--- config.mk ---
export PLATFORM = sky130hd
export DESIGN_NAME = reorder_buffer
export DESIGN_NICKNAME = d
export VERILOG_FILES = /design/src/rtl/reorder_buffer_pkg.sv /design/src/rtl/reorder_buffer.sv
export SDC_FILE = /design/constraint.sdc
export NUM_CORES = 2
export LEC_CHECK = 0
export CAP_MARGIN = 10
export CORE_MARGIN = 2
export CORE_UTILIZATION = 62
export CTS_CLUSTER_DIAMETER = 100
export CTS_CLUSTER_SIZE = 40
export DETAILED_ROUTE_END_ITERATION = 6
export PLACE_DENSITY = 0.81
export RECOVER_POWER = 25
export SETUP_SLACK_MARGIN = 0.4
export SLEW_MARGIN = 20
export SYNTH_ARGS = -nofsm -noshare
export SYNTH_HDL_FRONTEND = slang
export SYNTH_SLANG_ARGS = --single-unit
export TNS_END_PERCENT = 1
--- constraint.sdc ---
create_clock -name clk_in -period 8 [get_ports clk_in]
set_input_delay 1.6 -clock clk_in [delete_from_list [all_inputs] [get_ports clk_in]]
set_output_delay 1.6 -clock clk_in [all_outputs]
set_load 0.005 [all_outputs]
--- src/rtl/reorder_buffer_pkg.sv ---
// Shared constants and helpers for the reorder buffer.
package reorder_buffer_pkg;

    localparam int ROB_WIDTH_DEF = 4;
    localparam int XLEN          = 32;
    localparam int REG_W         = 5;

    // A committed entry updates the register file only when it produced a value
    // for a real register and was not a mispredicted branch.
    function automatic logic rf_write_needed(
        input logic             mispredict,
        input logic             has_dest,
        input logic [REG_W-1:0] reg_id
    );
        return !mispredict && has_dest && (reg_id != '0);
    endfunction

endpackage

--- src/rtl/reorder_buffer.sv ---
// In-order commit queue: allocates nonzero tags, captures CDB results, retires
// the head to the register file and flushes on a mispredicted branch.
module reorder_buffer
    import reorder_buffer_pkg::*;
#(
    parameter int ROB_WIDTH = ROB_WIDTH_DEF,
    parameter int ROB_DEPTH = (1 << ROB_WIDTH) - 1
) (
    input  logic                 clk_in,
    input  logic                 rst_in,
    input  logic                 from_decoder_valid,
    input  logic                 from_decoder_has_dest,
    input  logic [REG_W-1:0]     from_decoder_reg_id,
    input  logic                 from_decoder_is_branch,
    output logic [ROB_WIDTH-1:0] to_decoder_rob_id,
    output logic                 to_decoder_full,
    input  logic                 from_cdb_valid,
    input  logic [ROB_WIDTH-1:0] from_cdb_rob_id,
    input  logic [XLEN-1:0]      from_cdb_data,
    input  logic                 from_cdb_mispredict,
    input  logic [XLEN-1:0]      from_cdb_target,
    input  logic [ROB_WIDTH-1:0] query_rob_id_a,
    input  logic [ROB_WIDTH-1:0] query_rob_id_b,
    output logic                 query_ready_a,
    output logic                 query_ready_b,
    output logic [XLEN-1:0]      query_data_a,
    output logic [XLEN-1:0]      query_data_b,
    output logic                 to_rf_write_enabled,
    output logic [REG_W-1:0]     to_rf_reg_id,
    output logic [XLEN-1:0]      to_rf_data,
    output logic [ROB_WIDTH-1:0] to_rf_rob_id,
    output logic                 flush_output,
    output logic [XLEN-1:0]      flush_pc
);

    localparam logic [ROB_WIDTH-1:0] L_DEPTH = ROB_WIDTH'(ROB_DEPTH);
    localparam logic [ROB_WIDTH-1:0] L_LAST  = ROB_WIDTH'(ROB_DEPTH - 1);
    localparam logic [ROB_WIDTH-1:0] L_ONE   = ROB_WIDTH'(1);

    logic [ROB_DEPTH-1:0] r_busy;
    logic [ROB_DEPTH-1:0] r_ready;
    logic [ROB_DEPTH-1:0] r_has_dest;
    logic [ROB_DEPTH-1:0] r_is_branch;
    logic [ROB_DEPTH-1:0] r_mispredict;
    logic [REG_W-1:0]     r_reg_id [ROB_DEPTH];
    logic [XLEN-1:0]      r_data   [ROB_DEPTH];
    logic [XLEN-1:0]      r_target [ROB_DEPTH];

    logic [ROB_WIDTH-1:0] r_head;
    logic [ROB_WIDTH-1:0] r_tail;
    logic [ROB_WIDTH-1:0] r_count;

    logic                 r_rf_we;
    logic [REG_W-1:0]     r_rf_reg_id;
    logic [XLEN-1:0]      r_rf_data;
    logic [ROB_WIDTH-1:0] r_rf_rob_id;
    logic                 r_flush;
    logic [XLEN-1:0]      r_flush_pc;

    logic                 w_alloc;
    logic                 w_commit;
    logic                 w_flush;
    logic                 w_cdb_hit;
    logic [ROB_WIDTH-1:0] w_cdb_idx;
    logic [ROB_WIDTH-1:0] w_qa_idx;
    logic [ROB_WIDTH-1:0] w_qb_idx;

    function automatic logic [ROB_WIDTH-1:0] next_ptr(input logic [ROB_WIDTH-1:0] p);
        return (p == L_LAST) ? '0 : p + L_ONE;
    endfunction

    assign to_decoder_rob_id = r_tail + L_ONE;
    assign to_decoder_full   = (r_count == L_DEPTH) | r_flush;

    assign w_alloc   = from_decoder_valid & ~to_decoder_full;
    assign w_commit  = r_busy[r_head] & r_ready[r_head] & (r_count != '0);
    // A mispredict flag only matters on entries that were dispatched as branches.
    assign w_flush   = w_commit & r_mispredict[r_head] & r_is_branch[r_head];
    assign w_cdb_idx = from_cdb_rob_id - L_ONE;
    assign w_cdb_hit = from_cdb_valid & (from_cdb_rob_id != '0) & r_busy[w_cdb_idx];

    // Operand lookups read stored state only; a result on the CDB this cycle is not forwarded.
    assign w_qa_idx      = query_rob_id_a - L_ONE;
    assign w_qb_idx      = query_rob_id_b - L_ONE;
    assign query_ready_a = (query_rob_id_a != '0) & r_busy[w_qa_idx] & r_ready[w_qa_idx];
    assign query_ready_b = (query_rob_id_b != '0) & r_busy[w_qb_idx] & r_ready[w_qb_idx];
    assign query_data_a  = (query_rob_id_a != '0) ? r_data[w_qa_idx] : '0;
    assign query_data_b  = (query_rob_id_b != '0) ? r_data[w_qb_idx] : '0;

    assign to_rf_write_enabled = r_rf_we;
    assign to_rf_reg_id        = r_rf_reg_id;
    assign to_rf_data          = r_rf_data;
    assign to_rf_rob_id        = r_rf_rob_id;
    assign flush_output        = r_flush;
    assign flush_pc            = r_flush_pc;

    // Entry storage, pointers and registered commit/flush outputs; flush overrides everything else.
    always_ff @(posedge clk_in or negedge rst_in) begin
        if (!rst_in) begin
            r_busy       <= '0;
            r_ready      <= '0;
            r_has_dest   <= '0;
            r_is_branch  <= '0;
            r_mispredict <= '0;
            for (int i = 0; i < ROB_DEPTH; i++) begin
                r_reg_id[i] <= '0;
                r_data[i]   <= '0;
                r_target[i] <= '0;
            end
            r_head      <= '0;
            r_tail      <= '0;
            r_count     <= '0;
            r_rf_we     <= 1'b0;
            r_rf_reg_id <= '0;
            r_rf_data   <= '0;
            r_rf_rob_id <= '0;
            r_flush     <= 1'b0;
            r_flush_pc  <= '0;
        end else begin
            r_rf_we <= 1'b0;
            r_flush <= 1'b0;
            if (w_flush) begin
                r_busy     <= '0;
                r_head     <= '0;
                r_tail     <= '0;
                r_count    <= '0;
                r_flush    <= 1'b1;
                r_flush_pc <= r_target[r_head];
            end else begin
                if (w_cdb_hit) begin
                    r_ready[w_cdb_idx]      <= 1'b1;
                    r_data[w_cdb_idx]       <= from_cdb_data;
                    r_mispredict[w_cdb_idx] <= from_cdb_mispredict;
                    r_target[w_cdb_idx]     <= from_cdb_target;
                end
                if (w_commit) begin
                    r_busy[r_head] <= 1'b0;
                    r_head         <= next_ptr(r_head);
                    if (rf_write_needed(r_mispredict[r_head], r_has_dest[r_head], r_reg_id[r_head])) begin
                        r_rf_we     <= 1'b1;
                        r_rf_reg_id <= r_reg_id[r_head];
                        r_rf_data   <= r_data[r_head];
                        r_rf_rob_id <= r_head + L_ONE;
                    end
                end
                if (w_alloc) begin
                    r_busy[r_tail]       <= 1'b1;
                    r_ready[r_tail]      <= 1'b0;
                    r_has_dest[r_tail]   <= from_decoder_has_dest;
                    r_is_branch[r_tail]  <= from_decoder_is_branch;
                    r_mispredict[r_tail] <= 1'b0;
                    r_reg_id[r_tail]     <= from_decoder_reg_id;
                    r_tail               <= next_ptr(r_tail);
                end
                case ({w_alloc, w_commit})
                    2'b10:   r_count <= r_count + L_ONE;
                    2'b01:   r_count <= r_count - L_ONE;
                    default: r_count <= r_count;
                endcase
            end
        end
    end

endmodule

==> metrics <==
outcome=finished with violations; failing checks=capacitance limit, slew limit; total CTS buffers=39; gpl congestion=around 0.85; pin count of the biggest net entering global routing=190; Critical Path Start Type=primary input; crit path capture=query_data_b[28]; # setup viols final=0; IO Pins=about 230; Crit path required time=about 6400 ps; async set-reset flop share out of synthesis=1.00; GRT overflow=0; Hold Violations, Final=0; post-DP HPWL=about 94 mm; grt met3 use=0.0637; Slew HR=-1.63; critical path fanouts, max=39; met2 GRT Util=0.512; CP bufs+invs=4; vias per cell=7.04; hold buffer count at CTS=0; VDD IR max=approximately 0.00026 V; worst hold slack=around 490 ps; fin util=0.668; Post-synth EDFFs=0; clk buf depth=3; syn_area_per_cell=approximately 14 sq um; Worst R2R Path Depth=10; Reg-to-Reg End=r_data[182]; GRT Overall Usage=0.317; post-CTS setup buffer count=0; CTS Sinks=between 1000 and 1500; Hold WC Path Type=register to register; reg-to-reg slack, setup=2670 ps; Resized cells post-CTS=0; core outline area=approximately 100000 sq um; initial antenna violation count=12; Routed Wire Length=approximately 160 mm; initial drt markers=3970; flops & latches, synth=between 1000 and 1500; dominant cell type by area after synthesis=dfrtp_1; P per Cell Area=roughly 320 nW/um^2; met1 Usage GRT=0.435; DRT antenna net count=0; sequential area share after synthesis=0.478; Main synth FF type=dfrtp_1; Worst-Skew Late Latency=around 670 ps; count of port buffers added during placement=~230; std cell rows=116; fin. max-slew vios=~380; syn nets=around 4400; crit path from=query_rob_id_b[1]; htree depth=2; gr busiest metal=met2; Area Overhead vs Synth=6.91%; Initial Utilization=0.625; CP top delay family=buffers and inverters; dpl cells=~5500; Leak=slightly below 30 nW; CTS tree=built; Final Net Count=between 4000 and 5000; WP data arrival=between 5000 and 6000 ps; die area=104000 sq um; Mapped Cells=between 4000 and 5000; Place WS=1330 ps; first-pass GRT wire length=250 mm; vias in the first global route=between 40000 and 50000; Worst setup EP type=output port; Final min period=6810 ps; root buf cell=clkbuf_16; Yosys top cell area share=0.478; max-cap violations=6; CP peak stage delay=between 700 and 800 ps; Levels on crit path=11; Final Worst Setup Slack=roughly 1200 ps; Post-route DRC=0; Max Fclk=~150 MHz; Tcrit/Tclk final=0.852; slowest CP cell=a211oi_1; Non-Filler Instances=around 5600; RSZ-0062 raised after global routing=false; Wirelength per Cell=just under 30 microns; worst r2r src=r_head[1]; DR pass1 iterations=5; Area contributors post-synth=dfrtp_1 48%, mux4_2 18%, mux2_2 18%; layout cell share with drive strength beyond 1=0.391; Synth Cell Area=62600 sq um; worst-margin pin slew=3950 ps; Post-Route Setup TNS=0 ps; Yosys warning total=0; Setup Skew=about 27 ps; total number of vias=between 30000 and 40000; DIE HEIGHT=approximately 320 microns; Yosys cell types=61; crit-path cells=clkdlybuf4s50_1 -> inv_1 -> ha_4 -> buf_4 -> mux2i_1 -> nor2_1 -> a31oi_1 -> nor2_1 -> a211oi_1 -> a211oi_1 -> clkdlybuf4s50_1; Clock transition at path regs=around 120 ps; Die Wd=around 320 microns; Worst Setup Path Type=primary input to output port
==> how the worst min path moves through the flow <==
stage,from,slack (ps),endpoint,cells past startpoint
finish,flush_pc[27],490,flush_pc[27],2
global route,flush_pc[16],520,flush_pc[16],2
floorplan,r_target[256],450,r_target[256],1
detailed placement,flush_pc[11],460,flush_pc[11],2
global placement,flush_pc[6],460,flush_pc[6],2
CTS,flush_pc[27],490,flush_pc[27],2
==> cell usage in the layout (no fill, tap or decap), types with 7 or more instances in the layout <==
| master | netlist | routed |
|---|---|---|
| mux2i_1 | 209 | 209 |
| nand4_1 | 7 | 7 |
| o211ai_1 | 9 | 9 |
| a211oi_1 | 72 | 72 |
| nor2_1 | 176 | 176 |
| inv_1 | 25 | 23 |
| nor3_1 | 15 | 15 |
| a22oi_1 | 8 | 8 |
| mux4_2 | 493 | 493 |
| a21oi_1 | 67 | 67 |
| dfrtp_1 | 1197 | 1193 |
| nand2_1 | 207 | 206 |
| nand3_1 | 37 | 37 |
| clkbuf_16 | 0 | 39 |
| mux2_2 | 982 | 982 |
| buf_4 | 23 | 68 |
| o21ai_0 | 102 | 102 |
| ha_1 | 17 | 15 |
| nor2b_1 | 23 | 22 |
| a31oi_1 | 46 | 46 |
| mux2_1 | 128 | 128 |
| clkdlybuf4s50_1 | 0 | 230 |
| inv_6 | 0 | 8 |
| a31o_2 | 16 | 16 |
| buf_12 | 0 | 21 |
| and3_1 | 13 | 13 |
| o21ai_4 | 0 | 10 |
==> power breakdown <==
part,internal (mW),switching [mW]
combinational,4.94,3.55
sequential,8.07,1.69
clock,0.962,1.95
total,14.0,7.19
==> area by class of cell <==
| type | instances | area, sq um |
|---|---|---|
| Multi-Input combinational cell | 2700 | 30700 |
| Sequential cell | 1197 | 30000 |
| Clock buffer | 40 | 980 |
| Tap cell | 1298 | 1620 |
| Fill cell | 7018 | 33200 |
| Clock inverter | 20 | 225 |
| Timing Repair Buffer | 328 | 3310 |
| Inverter | 27 | 104 |
| Antenna cell | 2 | 5.00 |
==> per-stage QoR <==
stage,cell area [sq um],power (mW)
2_1_floorplan,62600,15.6
3_3_place_gp,65700,17.9
3_5_place_dp,65700,18.3
4_1_cts,66900,21.2
5_1_grt,66900,22.2
6_report,66900,21.2
==> per-layer routing <==
metal | share of wire | up-vias
li1 | - | 16200
met3 | 0.083 | 335
met2 | 0.49 | 1818
met4 | 0.033 | 18
met1 | 0.39 | 21100
met5 | 0.00071 | -
==> registers in the layout, indices dropped and copies added, names as in the netlist, 5 cells and up <==
register	count
r_data	480
r_busy	15
r_target	480
r_is_branch	15
r_reg_id	75
to_rf_data	32
r_mispredict	15
flush_pc	32
r_has_dest	15
r_ready	15
to_rf_reg_id	5
==> synthesized netlist by cell type (all sizes together), types with 17 or more instances <==
master  instances
mux4          493
buf           197
a21oi          68
nor2          177
ha             17
clkbuf        220
inv            27
nor2b          23
dfrtp        1197
mux2         1110
o21ai         114
a31oi          46
nand2         207
mux2i         209
a211oi         73
nand3          37
==> kinds of logic after synthesis <==
logic type      share of synthesized area
mux                                 0.410
flops                               0.478
simple gates                       0.0337
buf+inv                            0.0355
compound gates                     0.0369
fa+ha+maj                         0.00372
xor+xnor                          0.00140
==> worst reg2reg max path, delay by kind of cell (launching register included) <==
kind,cells,cell delay [ps]
AOI/OAI and AO/OA,3,1320
buffers and inverters,4,2350
DFF,1,760
muxes,2,640
and+or+nand+nor,1,160
Note: power is estimated with default switching activity, not from simulation.
